## src/rtl/shift_add_multiplier_if.sv

```systemverilog
// -----------------------------------------------------------------------------
// shift_add_multiplier_if
// Operand/result handshake bundle for the shift-add multiplier.
//   din_valid / din_ready     : operand handshake (producer -> multiplier)
//   multiplicand / multiplier : unsigned operands A and B, WIDTH bits each
//   dout_valid / dout_ready   : product handshake (multiplier -> consumer)
//   product                   : 2*WIDTH-bit unsigned result
//   busy                      : multiplier is computing or holding a result
// master = the side that supplies operands and consumes products,
// slave  = the multiplier itself.
// -----------------------------------------------------------------------------
interface shift_add_multiplier_if #(
   parameter int WIDTH = 4
);
   logic                 din_valid;
   logic                 din_ready;
   logic [WIDTH-1:0]     multiplicand;
   logic [WIDTH-1:0]     multiplier;
   logic                 dout_valid;
   logic                 dout_ready;
   logic [2*WIDTH-1:0]   product;
   logic                 busy;

   modport master (
      output din_valid, multiplicand, multiplier, dout_ready,
      input  din_ready, dout_valid, product, busy
   );

   modport slave (
      input  din_valid, multiplicand, multiplier, dout_ready,
      output din_ready, dout_valid, product, busy
   );
endinterface

```

## src/rtl/shift_add_multiplier.sv

```systemverilog
// -----------------------------------------------------------------------------
// shift_add_multiplier
// Sequential unsigned radix-2 shift-add multiplier, one partial product per
// clock. One multiplication in flight; WIDTH cycles from accept to result.
// Ports:
//   clk  : rising-edge clock
//   rst  : asynchronous, active-high reset (returns to IDLE, clears product)
//   bus  : shift_add_multiplier_if.slave
//          din_valid/din_ready + multiplicand/multiplier in,
//          dout_valid/dout_ready + product out, busy status.
// din_ready, dout_valid and busy are decoded from the state register only.
// -----------------------------------------------------------------------------
module shift_add_multiplier #(
   parameter int WIDTH = 4
) (
   input  logic                    clk,
   input  logic                    rst,
   shift_add_multiplier_if.slave   bus
);

   localparam int CW = $clog2(WIDTH + 1);

   typedef enum logic [1:0] {
      IDLE = 2'd0,
      CALC = 2'd1,
      DONE = 2'd2
   } state_t;

   state_t               state;
   state_t               state_nxt;

   logic [WIDTH-1:0]     a_reg;
   logic [2*WIDTH:0]     p_acc;
   logic [CW-1:0]        cnt;
   logic [2*WIDTH-1:0]   product_reg;

   logic                 accept;
   logic                 last_step;
   logic [2*WIDTH:0]     p_step;

   // One radix-2 step: conditionally add A into the upper half (carry kept in
   // the extra top bit), then shift the whole accumulator right by one. The
   // multiplier bits drain out of the bottom as the product fills from the top.
   function automatic logic [2*WIDTH:0] shift_add_step(
      input logic [2*WIDTH:0] p,
      input logic [WIDTH-1:0] a
   );
      logic [WIDTH:0] sum;
      sum = p[2*WIDTH:WIDTH] + (p[0] ? {1'b0, a} : {(WIDTH+1){1'b0}});
      return {1'b0, sum, p[WIDTH-1:1]};
   endfunction

   assign p_step    = shift_add_step(p_acc, a_reg);
   assign accept    = (state == IDLE) && bus.din_valid;
   assign last_step = (state == CALC) && (cnt == CW'(WIDTH - 1));

   // state register
   always_ff @(posedge clk or posedge rst) begin
      if (rst) begin
         state <= IDLE;
      end else begin
         state <= state_nxt;
      end
   end

   // next-state logic
   always_comb begin
      state_nxt = state;
      case (state)
         IDLE:    if (bus.din_valid)  state_nxt = CALC;
         CALC:    if (last_step)      state_nxt = DONE;
         DONE:    if (bus.dout_ready) state_nxt = IDLE;
         default:                     state_nxt = IDLE;
      endcase
   end

   // datapath: operands are captured only on the accept edge, so later
   // changes on the input bus cannot disturb a running computation
   always_ff @(posedge clk or posedge rst) begin
      if (rst) begin
         a_reg       <= '0;
         p_acc       <= '0;
         cnt         <= '0;
         product_reg <= '0;
      end else if (accept) begin
         a_reg <= bus.multiplicand;
         p_acc <= {{(WIDTH+1){1'b0}}, bus.multiplier};
         cnt   <= '0;
      end else if (state == CALC) begin
         p_acc <= p_step;
         cnt   <= cnt + CW'(1);
         if (last_step) begin
            product_reg <= p_step[2*WIDTH-1:0];
         end
      end
   end

   assign bus.din_ready  = (state == IDLE);
   assign bus.dout_valid = (state == DONE);
   assign bus.busy       = (state != IDLE);
   assign bus.product    = product_reg;

endmodule

```

## src/flat_wrapper.sv

```systemverilog
// flat-port wrapper written by rule: the top's interface ports become plain ports
module shift_add_multiplier_flat 
#(
   parameter int WIDTH = 4
)
  (clk, rst, bus_din_valid, bus_multiplicand, bus_multiplier, bus_dout_ready, bus_din_ready, bus_dout_valid, bus_product, bus_busy);
  shift_add_multiplier_if #(.WIDTH(WIDTH)) bus_i ();
  input  logic clk;
  input  logic rst;
  input wire logic [$bits(bus_i.din_valid)-1:0] bus_din_valid;
  input wire logic [$bits(bus_i.multiplicand)-1:0] bus_multiplicand;
  input wire logic [$bits(bus_i.multiplier)-1:0] bus_multiplier;
  input wire logic [$bits(bus_i.dout_ready)-1:0] bus_dout_ready;
  output wire logic [$bits(bus_i.din_ready)-1:0] bus_din_ready;
  output wire logic [$bits(bus_i.dout_valid)-1:0] bus_dout_valid;
  output wire logic [$bits(bus_i.product)-1:0] bus_product;
  output wire logic [$bits(bus_i.busy)-1:0] bus_busy;
  assign bus_i.din_valid = bus_din_valid;
  assign bus_i.multiplicand = bus_multiplicand;
  assign bus_i.multiplier = bus_multiplier;
  assign bus_i.dout_ready = bus_dout_ready;
  assign bus_din_ready = bus_i.din_ready;
  assign bus_dout_valid = bus_i.dout_valid;
  assign bus_product = bus_i.product;
  assign bus_busy = bus_i.busy;
  shift_add_multiplier #(.WIDTH(WIDTH)) u_core (.clk(clk), .rst(rst), .bus(bus_i));
endmodule
```

## config.mk

```make
export PLATFORM = sky130hd
export DESIGN_NAME = shift_add_multiplier_flat
export DESIGN_NICKNAME = d
export VERILOG_FILES = /design/src/rtl/shift_add_multiplier_if.sv /design/src/rtl/shift_add_multiplier.sv /design/src/flat_wrapper.sv
export SDC_FILE = /design/constraint.sdc
export NUM_CORES = 1
export LEC_CHECK = 0
export ABC_AREA = 1
export BUFFER_PORTS_ARGS = -buffer_cell sky130_fd_sc_hd__buf_2
export CORE_MARGIN = 2
export CORE_UTILIZATION = 40
export CTS_CLUSTER_DIAMETER = 200
export DETAILED_ROUTE_END_ITERATION = 12
export GPL_ROUTABILITY_DRIVEN = 0
export PLACE_DENSITY_LB_ADDON = 0.15
export SYNTH_ARGS = -nofsm -noshare
export SYNTH_HDL_FRONTEND = slang
export SYNTH_SLANG_ARGS = --single-unit
```

## constraint.sdc

```tcl
create_clock -name clk -period 4.1 [get_ports clk]
set_input_delay 0.41 -clock clk [delete_from_list [all_inputs] [get_ports clk]]
set_output_delay 0.41 -clock clk [all_outputs]
set_load 0.01 [all_outputs]
```

Word-level counts from Yosys, hierarchy flattened
Cells that the tools add are included.
{ "totals": {"ff_bits": 26, "latchBits": 0, "ramBits": 0, "romBits": 0, "output_inout_bits": 11, "word_cells": 30, "mem_count": 0} }
{ "op_classes": {"add_sub_neg": 2, "mul": 0, "div": 0, "order_cmp": 0, "eq_ne": 6, "shifts": 0, "mux": 9, "n_bitwise": 1, "n_reduce_logical": 7} }
{ "op_table": {"columns": ["operator", "n"], "rows": [
  ["two-way mux 9 bit", 2],
  ["two-way mux 2 bit", 3],
  ["two-way mux 3 bit", 2],
  ["one-hot mux 2 bit (3 select lines)", 1],
  ["AND reduction 3 bit", 2],
  ["adder 5 bit", 1],
  ["two-way mux 4 bit", 1],
  ["!= test 2 bit, second input constant", 2],
  ["nonzero test 2 bit", 2],
  ["adder 3 x 1 -> 3 bit, second input constant", 1],
  ["equality test 3 x 2 -> 1 bit, second input constant", 1],
  ["equality test 2 x 1 -> 1 bit, second input constant", 1],
  ["equality test 2 bit, second input constant", 1],
  ["logical AND 1 bit", 2],
  ["logical NOT 2 bit", 1],
  ["!= test 2 x 1 -> 1 bit, second input constant", 1],
  ["inverter 1 bit", 1]
]} }

Depth between registers and ports, before layout
Gate-level depths: netlist of the first run.
{ "depth": {"ltp_word": 4, "mapped_depth": 8, "depth_no_buf": 8} }

Least setup slack after synthesis of the first run
Ideal clock, no wire load.
{ "synth_path": {"kind": "register to register", "start": "register u_core.p_acc[0]", "end": "register u_core.p_acc[5]", "setup_ns": 0.126, "arrival_time_ns": 1.336, "t_required_ns": 3.974, "path_slack_ns": 2.638, "path_stages_with_launch": 8, "period_less_slack_ns": 1.462, "cell_sequence": "dfrtp_1 -> nand2_1 -> inv_1 -> ha_1 -> inv_1 -> fa_1 -> xor2_1 -> o22ai_1"} }
{ "synth_via": {"elab_chain_len": 4} }
{ "synth_rtl": {"columns": ["item", "line", "source"], "rows": [
  ["start: declaration", "shift_add_multiplier.sv:33", "logic [2*WIDTH:0] p_acc;"],
  ["start signal: assignment", "shift_add_multiplier.sv:87", "p_acc <= {{(WIDTH+1){1'b0}}, bus.multiplier};"],
  ["start signal: assignment", "shift_add_multiplier.sv:90", "p_acc <= p_step;"],
  ["two-way mux 4 bit", "shift_add_multiplier.sv:49", "sum = p[2*WIDTH:WIDTH] + (p[0] ? {1'b0, a} : {(WIDTH+1){1'b0}});"],
  ["adder 5 bit", "shift_add_multiplier.sv:49", null],
  ["two-way mux 9 bit", "shift_add_multiplier.sv:89", "end else if (state == CALC) begin"],
  ["two-way mux 9 bit", "shift_add_multiplier.sv:85", "end else if (accept) begin"]
]} }
No other way between the ends. The select of a mux whose other input is x is not followed.
A chain may end at the register's enable or synchronous reset.

Worst setup path in the final report of the first run
{ "layout_path": {"start": "register u_core.p_acc[0]", "end": "register u_core.product_reg[7], in the netlist u_core.bus.product[7]"} }
{ "layout_via": {"elab_chain_len": 2} }
{ "layout_rtl": {"columns": ["item", "line", "source"], "rows": [
  ["two-way mux 4 bit", "shift_add_multiplier.sv:49", null],
  ["adder 5 bit", "shift_add_multiplier.sv:49", null],
  ["end signal: assignment", "shift_add_multiplier.sv:93", "product_reg <= p_step[2*WIDTH-1:0];"],
  ["end: declaration", "shift_add_multiplier.sv:35", "logic [2*WIDTH-1:0] product_reg;"]
]} }
No other way between the ends.

==> results of run 1 <==
through the flow:
step                      hold WS (ns)  cell area [sq um]  total power, W  utilization, %  worst slack (ns)
after floorplan                  0.437               1220        0.000775               -              2.64
after global placement           0.458               1360        0.000887            45.8              2.57
after detailed placement         0.462               1360        0.000903            45.8              2.52
after CTS                        0.238               1390         0.00102            46.7              2.47
after global routing             0.231               1390         0.00110            46.7              2.36
final                            0.248               1390        0.000999            46.7              2.49
worst paths after layout:
path,start,endpoint,depth (start not counted)
worst min-delay path,bus_dout_ready,u_core.state[1],2
worst min register to register,u_core.bus.product[6],u_core.bus.product[6],2
min in group asynchronous,rst,u_core.cnt[0],2
max in group asynchronous,rst,u_core.bus.product[2],2
worst max register to register,u_core.p_acc[0],u_core.bus.product[7],8
worst max-delay path,u_core.p_acc[0],u_core.bus.product[7],8
power by group through the flow:
stage                     Combinational (W)  Clock [W]  Sequential (W)
final                              0.000473   0.000110        0.000416
after CTS                          0.000483   0.000118        0.000416
after global placement             0.000469          0        0.000418
after detailed placement           0.000481          0        0.000422
after global routing               0.000548   0.000125        0.000431
after floorplan                    0.000352          0        0.000423
final cells by class:
type / count / area (sq um)
Clock buffer: 3 / 22.5
Clock inverter: 1 / 5.00
Fill cell: 291 / 1590
Inverter: 17 / 66.3
Multi-Input combinational cell: 97 / 519
Sequential cell: 25 / 626
Tap cell: 33 / 41.3
Timing Repair Buffer: 22 / 110
kinds of logic after synthesis:
logic type,count (synthesis)
buffers and inverters,18
XOR/XNOR,1
flip-flops,25
AND/OR/NAND/NOR,78
adder cells (fa/ha/maj),7
AO/OA/AOI/OAI,11
cells in the mapped netlist:
library cell and n:
o21ai_1 1, o21ai_0 2, nand2_2 1, fa_1 1, nor2_2 1, nand3_1 9
xor2_1 1, inv_4 1, inv_1 12, a21oi_1 3, nor2_1 3, dfrtp_1 25
o31ai_1 1, nor2_8 1, ha_1 6, nand2_1 60, buf_6 1, inv_2 4
o21ai_2 2, nand2_4 3, o22ai_1 2
routing by layer:
| metal | GRT usage [%] | up-vias | part of all wire (%) |
|---|---|---|---|
| li1 | - | 485 | - |
| met4 | 6.82 | 0 | 1.5 |
| met2 | 22.3 | 21 | 46 |
| met1 | 20.2 | 416 | 49 |
| met5 | 0 | - | 0 |
| met3 | 2.62 | 5 | 3.5 |
critical path, delay by kind of cell (launching register included):
family          cells  cell delay [ns]
buf+inv             2             0.11
simple gates        3             0.22
flops               1             0.42
fa+ha+maj           2             0.57
compound gates      1             0.24
==> impl_metrics.json, run 1 <==
{
  "critPathMaxStageDelay_ns": 0.42,
  "synthCells": 140,
  "total_leakage_power_nw": 0.807,
  "layout.nets": 185,
  "synth_area_leaders": "dfrtp_1 51%, nand2_1 18%, ha_1 6.1%, nand3_1 3.7%, inv_1 3.7%",
  "p_comb_share_pct": 47.3,
  "yosysSeqAreaShare_pct": 51.2,
  "crit_arrival_ns": 1.88,
  "antenna_cells": 0,
  "die_w_um": 59.3,
  "path_max_fanout": 5,
  "cpMostUsedCell": "nand2_1",
  "antenna_found_initial": 0,
  "synth_cell_types": 21,
  "hold_buffers": 0,
  "rows": 20,
  "grt.overflow.total": 0,
  "setup_viol": 0,
  "p_sw_w": 0.000437,
  "syn2layout_area_growth_pct": 13.7,
  "pwr-share-seq_pct": 41.6,
  "htreeDepth": 1,
  "worst_pin_slew_ns": 0.950,
  "final_hold_viol_count": 0,
  "clock_latency_ns": 0.32,
  "synth_nets": 159,
  "wl_per_cell_um": 11.1,
  "synthAdderAreaFrac_pct": 7.78,
  "synthSimpleGateAreaFrac_pct": 28.5,
  "cts_buffers": 3,
  "synth_area_sq_um": 1220,
  "die_h_um": 59.3,
  "slew_viol_final": 0,
  "clock_path_buffers": 2,
  "p_per_area_nw_per_um2": 718,
  "finalWorstPathRequiredPeriod_ns": 1.61,
  "cts_tree": "yes",
  "fin_crit_sh_pct": 39.2,
  "fmax_mhz": 623,
  "core-area_sq_um": 2980,
  "avgSynthCellArea_sq_um": 8.73,
  "cap_violations": 0,
  "yosys_warnings": 0,
  "wl_um": 2210,
  "dieArea_sq_um": 3510,
  "ant_nets": 0,
  "cts_resized": 0,
  "grt.total_usage_pct": 14.6,
  "drive_above_1_share_pct": 23.6,
  "start_kind": "flop",
  "synth-seq-cells": 25,
  "post_cts_buffers": 0,
  "critPathSlowestCell": "dfrtp_1",
  "crit_type": "flop to flop",
  "cts_num_sinks": 25,
  "cts_root_buffer": "clkbuf_4",
  "first_pass_iters": 4,
  "num_vias": 927,
  "port_buffers": 22,
  "grt_max_degree": 26,
  "peakVddDrop_mv": 0.246,
  "synth_top_cell_by_area": "dfrtp_1",
  "grt_pass1_wl_um": 3800,
  "critical_path.cell_chain": "nand2_1, inv_1, ha_1, inv_1, fa_1, o21ai_0, nand2_1, nand2_1",
  "muxShareOfSynthArea_pct": 0,
  "worstSetupEndpointType": "flop",
  "path_clk_slew_ns": 0.13,
  "io_pins": 23,
  "yosysTopAreaCellShare_pct": 51.2,
  "hp-class": "input port to flop",
  "synth-compound-area-share_pct": 5.53,
  "swShare_pct": 43.7,
  "post-dp-hpwl_um": 1710,
  "layoutNonFillerInstCount": 198,
  "status": "complete, no violations",
  "grt_pass1_vias": 853,
  "start_util_pct": 41.1,
  "drt_iter0_markers": 39,
  "synth_xor_area_share_pct": 0.716,
  "worst_slew_margin_rel_pct": 36.6,
  "vias_per_cell": 4.68,
  "final_common_cell": "nand2_1",
  "clkPwrFrac_pct": 11.0,
  "p_int_w": 0.000562,
  "crit_required_ns": 4.37,
  "setup-tns-final_ns": 0,
  "synth_top_family_by_area": "simple AND/OR/NAND/NOR gates",
  "clock_skew_ns": 0.00148,
  "drc": 0,
  "r2r_setup_slack_ns": 2.49,
  "rsz0062_at_grt": "false",
  "dpl.cell_count": 194,
  "layout_common_cells": "60 x nand2_1, 25 x dfrtp_1, 22 x buf_2"
}
No activity file was read; power rests on OpenSTA's default activity.
==> inputs of run 2 (changes only) <==
--- a/config.mk
+++ b/config.mk
@@ -5,7 +5,7 @@
 export SDC_FILE = /design/constraint.sdc
 export NUM_CORES = 1
 export LEC_CHECK = 0
-export ABC_AREA = 1
+export ABC_AREA = 0
 export BUFFER_PORTS_ARGS = -buffer_cell sky130_fd_sc_hd__buf_2
 export CORE_MARGIN = 2
 export CORE_UTILIZATION = 40
==> constraint.sdc (replaced) <==
create_clock -name clk -period 1.35 [get_ports clk]
set_input_delay 0.135 -clock clk [delete_from_list [all_inputs] [get_ports clk]]
set_output_delay 0.135 -clock clk [all_outputs]
set_load 0.01 [all_outputs]
==> run 2 against run 1 <==
  * The run now ends with setup timing left
  * Setup slack lost 2.8 ns
  * Synthesized area down 0.31%
  * Maximum frequency shrank 2.4%
  * Largest cell class unchanged
==> impl_metrics.json, run 2 <==
{
  "grt_pass1_vias": 823,
  "path_max_fanout": 4,
  "dieArea_sq_um": 3500,
  "hp-class": "input port to flop",
  "die_w_um": 59.2,
  "p_per_area_nw_per_um2": 2070,
  "critical_path.cell_chain": "and2_1, ha_2, inv_2, fa_2, nor2b_1, o21ai_1, nand2b_1, mux2_4",
  "yosys_warnings": 0,
  "finalWorstSetupSlack_ns": -0.295,
  "core-area_sq_um": 2980,
  "htreeDepth": 1,
  "num-fill-cells": 286,
  "layout.nets": 165,
  "synth_top_cell_by_area": "dfrtp_1",
  "yosys-top-cells-count": "25 x dfrtp_1, 14 x o21ai_0, 10 x nand2_1",
  "synth_area_sq_um": 1220,
  "status": "complete, but fails checks",
  "crit_type": "flop to flop",
  "r2r_setup_slack_ns": -0.29,
  "path_clk_slew_ns": 0.13,
  "stdcell_area_sq_um": 1560,
  "rsz0062_at_grt": "true",
  "wl_um": 2290,
  "worst_pin_slew_ns": 0.318,
  "layout_common_cells": "25 x dfrtp_1, 22 x buf_2, 14 x buf_4",
  "grt.overflow.total": 0,
  "critPathMaxStageDelay_ns": 0.43,
  "drc": 0,
  "synth_ff_type": "dfrtp_1",
  "peakVddDrop_mv": 0.918,
  "grt.total_usage_pct": 14.4,
  "synth_cell_types": 24,
  "worst_slew_margin_rel_pct": 78.8,
  "die_h_um": 59.2,
  "total_leakage_power_nw": 0.792,
  "cts_root_buffer": "clkbuf_4",
  "dpl-instance-area_sq_um": 1440,
  "drt_iter0_markers": 19,
  "final_common_cell": "dfrtp_1",
  "start_util_pct": 40.9,
  "violations": "setup timing",
  "path_delay_family": "flip-flops",
  "cts_num_sinks": 25,
  "grt_max_degree": 26,
  "synth_edf_count": 0,
  "critPathSlowestCell": "dfrtp_1",
  "reg2reg_from": "u_core.p_acc[0]",
  "cts_buffers": 3,
  "vias_per_cell": 4.94,
  "antenna_cells": 0,
  "clock_latency_ns": 0.31,
  "r2r-end": "u_core.bus.product[7]",
  "setup-tns-final_ns": -1.86,
  "fin_crit_sh_pct": 122,
  "fmax_mhz": 608,
  "rows": 20,
  "setup_viol": 10,
  "async_flop_share_pct": 100,
  "port_buffers": 22,
  "cts_tree": "yes",
  "wl_per_cell_um": 12.8,
  "yosysSeqAreaShare_pct": 51.3,
  "cap_violations": 0,
  "clock_skew_ns": 0.00470,
  "grt_pass1_wl_um": 3800,
  "num_vias": 879,
  "first_pass_iters": 4,
  "worstHoldStart": "bus_multiplicand[1]",
  "io_pins": 23,
  "finalWorstPathRequiredPeriod_ns": 1.64,
  "avgSynthCellArea_sq_um": 11.5,
  "drive_above_1_share_pct": 44.1,
  "antenna_found_initial": 0,
  "synth_nets": 125,
  "whs_endpoint": "u_core.a_reg[1]",
  "crit_required_ns": 1.56,
  "ant_nets": 0,
  "synth-seq-cells": 25,
  "ff2ff_path_depth": 8,
  "syn2layout_area_growth_pct": 27.9,
  "crit_arrival_ns": 1.85,
  "synth_area_leaders": "dfrtp_1 51%, ha_1 6.2%, o21ai_0 5.7%, mux2_2 5.5%, mux2_4 3.7%",
  "final_hold_viol_count": 0,
  "hold_depth": 2,
  "synthCells": 106,
  "post-dp-hpwl_um": 1740,
  "start_kind": "flop",
  "clock_path_buffers": 2,
  "synth.most_common_cell": "dfrtp_1",
  "slew_viol_final": 0,
  "worstSetupEndpointType": "flop",
  "cp_num_buf_inv": 1,
  "yosysTopAreaCellShare_pct": 51.3
}
-- run 2: layout make-up --
| class | instances | area (sq um) | share of cell area [%] |
|---|---|---|---|
| clock buffer | 4 | 26.3 | 1.69 |
| inverter | 7 | 26.3 | 1.69 |
| multi-input combinational | 71 | 604 | 38.8 |
| sequential | 25 | 626 | 40.1 |
| tap | 33 | 41.3 | 2.65 |
| timing repair buffer | 38 | 235 | 15.1 |
-- run 2: power by group --
group | total, W | internal (W) | leakage (nW) | switching (W)
sequential | 0.00126 | 0.00105 | 0.318 | 0.000209
clock | 0.000328 | 0.000115 | 0.0150 | 0.000213
combinational | 0.00163 | 0.000881 | 0.459 | 0.000751
-- run 2: how the worst max path moves through the flow --
stage                                 end             from  cells past startpoint
floorplan           u_core.bus.product[7]  u_core.p_acc[0]                      8
global placement    u_core.bus.product[7]  u_core.p_acc[0]                      8
detailed placement  u_core.bus.product[7]  u_core.p_acc[0]                      8
CTS                 u_core.bus.product[7]  u_core.p_acc[0]                      8
global route        u_core.bus.product[7]  u_core.a_reg[0]                      8
finish              u_core.bus.product[7]  u_core.p_acc[0]                      8
-- run 2: kinds of logic (layout without fill, tap and decap cells) --
kind of cell	Yosys count	count (layout)	synth area share [%]
multiplexers	9	9	9.24
AO/OA/AOI/OAI	27	27	13.0
adder cells (fa/ha/maj)	7	7	7.80
buffers and inverters	10	49	4.62
XOR/XNOR	2	2	1.44
flip-flops	25	25	51.3
AND/OR/NAND/NOR	26	26	12.5
-- run 2: layer usage --
metal	GRT usage (%)	part of all wire (%)	vias up
li1	-	-	441
met1	19.9	47	419
met2	22.0	47	15
met3	3.06	3.5	4
met4	5.52	1.7	0
met5	0	0	-
-- run 2: repair_timing --
item                                    4_1_cts  5_1_grt
endpoints found under the hold margin        26        0
gates resized for setup                       4        9
hold buffers                                  2        0
endpoints found under the setup margin       12       16
buffers inserted                              1        1
pin swaps                                     5        4
-- run 2: per-stage QoR --
step	hold WS, ns	worst slack (ns)	cells	power [W]	util, %
5_1_grt	0.0381	-0.366	178	0.00349	52.4
3_3_place_gp	0.198	-0.214	170	0.00269	48.4
2_1_floorplan	0.162	-0.202	106	0.00219	-
3_5_place_dp	0.202	-0.282	170	0.00274	48.4
4_1_cts	0.0433	-0.293	177	0.00315	50.7
6_report	0.0547	-0.295	178	0.00322	52.4
==> inputs of run 3 (changes only) <==
--- a/config.mk
+++ b/config.mk
@@ -5,7 +5,7 @@
 export SDC_FILE = /design/constraint.sdc
 export NUM_CORES = 1
 export LEC_CHECK = 0
-export ABC_AREA = 0
+export ABC_AREA = 1
 export BUFFER_PORTS_ARGS = -buffer_cell sky130_fd_sc_hd__buf_2
 export CORE_MARGIN = 2
 export CORE_UTILIZATION = 40
==> run 3 against run 2 <==
  * The flow finishes with violations (hold timing, setup timing)
  * Register-to-register slack improved by 0.20 ns
  * Design area increased by 1.4%
  * Wire length increased by 5.6%
  * Flip-flop and latch count unchanged
  * Die area increased by 0.29%
  * Power increased by 3.2%
  * Setup slack improved by 0.20 ns
  * Core utilization increased by 0.71 points
  * Clock power increased by 3%
  * Critical path type unchanged
  * Largest cell class unchanged
==> impl_metrics.json, run 3 (synthesized netlist as in run 1, its figures left out) <==
{
  "status": "complete, but fails checks",
  "violations": "hold timing, setup timing",
  "worst_pin_slew_ns": 0.318,
  "wl_um": 2410,
  "start_kind": "flop",
  "finalWorstPathRequiredPeriod_ns": 1.44,
  "path_clk_slew_ns": 0.13,
  "multi_input_area_sq_um": 593,
  "dieArea_sq_um": 3510,
  "rows": 20,
  "critical_path.cell_chain": "nand2_1, inv_1, ha_2, inv_2, fa_2, xor2_1, o22ai_1",
  "cts_buffers": 3,
  "worstSetupEndpointType": "flop",
  "drc": 0,
  "fmax_mhz": 694,
  "syn2layout_area_growth_pct": 29.3,
  "cap_violations": 0,
  "cts_tree": "yes",
  "grt_max_degree": 26,
  "crit_type": "flop to flop",
  "rsz0062_at_grt": "true",
  "grt.total_usage_pct": 15.5,
  "regArea_sq_um": 627,
  "cts_root_buffer": "clkbuf_4",
  "critPathMaxStageDelay_ns": 0.38,
  "num_vias": 984,
  "p_per_area_nw_per_um2": 2100,
  "grt_pass1_vias": 907,
  "clock_skew_ns": 0.00507,
  "die_w_um": 59.3,
  "grt.overflow.total": 0,
  "path_max_fanout": 2,
  "cts_num_sinks": 25,
  "clock_latency_ns": 0.32,
  "clock_path_buffers": 2,
  "crit_arrival_ns": 1.69,
  "finalWorstSetupSlack_ns": -0.0902,
  "hp-class": "input port to flop",
  "layout_common_cells": "59 x nand2_1, 24 x dfrtp_1, 22 x buf_2",
  "start_util_pct": 41.1,
  "grt_pass1_wl_um": 4020,
  "antenna_cells": 0,
  "antenna_found_initial": 0,
  "worst_slew_margin_rel_pct": 78.8,
  "num-fill-cells": 289,
  "layout.nets": 197,
  "hold_ws_ns": -0.00104,
  "io_pins": 23,
  "fin_util_pct": 53.1,
  "final_hold_viol_count": 1,
  "fin_crit_sh_pct": 107,
  "post-dp-hpwl_um": 1690,
  "drive_above_1_share_pct": 33.3,
  "peakVddDrop_mv": 0.679,
  "ant_nets": 0,
  "port_buffers": 22,
  "first_pass_iters": 4,
  "wl_per_cell_um": 11.5,
  "critPathSlowestCell": "dfrtp_1",
  "slew_viol_final": 0,
  "die_h_um": 59.3,
  "crit_required_ns": 1.60,
  "setup_viol": 8,
  "total_leakage_power_nw": 0.874,
  "drt_iter0_markers": 34,
  "final_common_cell": "nand2_1",
  "htreeDepth": 1,
  "core-area_sq_um": 2980,
  "vias_per_cell": 4.69
}
-- run 3: changes by cell type in the layout (fill, tap and decap cells not counted), sizes merged, moves of 4 or more --
cell   delta
nand2    +53
buf       -7
mux2      -9
nand3     +9
inv      +10
nor2      +4
o21ai     -9
nor2b     -6
and2      -4
-- run 3: final cells by class --
| cell class | count | area share, % |
|---|---|---|
| Sequential cell | 25 | 39.7 |
| Inverter | 17 | 4.20 |
| Clock inverter | 1 | 0.317 |
| Timing Repair Buffer | 34 | 14.3 |
| Clock buffer | 3 | 1.43 |
| Tap cell | 33 | 2.61 |
| Multi-Input combinational cell | 97 | 37.5 |
-- run 3: worst paths after layout --
kind                                               to  cells past startpoint                  start  slack [ns]
worst min-delay path                  u_core.a_reg[1]                      3    bus_multiplicand[1]      -0.001
max in group asynchronous             u_core.state[1]                      4                    rst        0.72
min in group asynchronous             u_core.a_reg[3]                      4                    rst        0.37
worst max register to register        u_core.p_acc[5]                      7        u_core.p_acc[0]       -0.09
worst max-delay path                  u_core.p_acc[5]                      7        u_core.p_acc[0]       -0.09
worst min register to register  u_core.bus.product[4]                      2  u_core.bus.product[4]        0.49
-- run 3: layer usage --
metal / wire length [um] / track usage [%]
met5: 0 / 0
met4: 51 / 8.44
met3: 78 / 1.97
met2: 1140 / 24.0
met1: 1150 / 20.8
-- run 3: repair_timing --
item | 4_1_cts | 5_1_grt
setup endpoints to repair | 8 | 12
buffers inserted | 1 | 2
hold endpoints to repair | 28 | 1
pin swaps | 2 | 4
hold buffers | 4 | 1
resized for setup | 5 | 6
-- run 3: worst max-delay path: cells and delay by family (launching register included) --
kind                     cells  cell delay, ns
adder cells (fa/ha/maj)      2            0.51
XOR/XNOR                     1            0.16
AND/OR/NAND/NOR              1            0.06
AO/OA/AOI/OAI                1            0.16
flip-flops                   1            0.38
buffers and inverters        2            0.09
-- run 3: through the flow --
stage / power, W / setup WS [ns] / TNS (ns) / std cells / cell area [sq um]
floorplan: 0.00236 / -0.0443 / -0.161 / 140 / 1230
finish: 0.00332 / -0.0902 / -0.449 / 210 / 1580
CTS: 0.00324 / -0.0954 / -0.477 / 207 / 1510
global route: 0.00365 / -0.182 / -1.20 / 210 / 1580
global placement: 0.00276 / -0.0762 / -0.388 / 198 / 1400
detailed placement: 0.00281 / -0.134 / -0.638 / 198 / 1400
-- run 3: power breakdown --
| part | total, W | switching [W] | internal, W | leakage [nW] |
|---|---|---|---|---|
| sequential | 0.00127 | 0.000212 | 0.00106 | 0.318 |
| clock | 0.000338 | 0.000227 | 0.000111 | 0.0177 |
| combinational | 0.00171 | 0.000990 | 0.000722 | 0.539 |
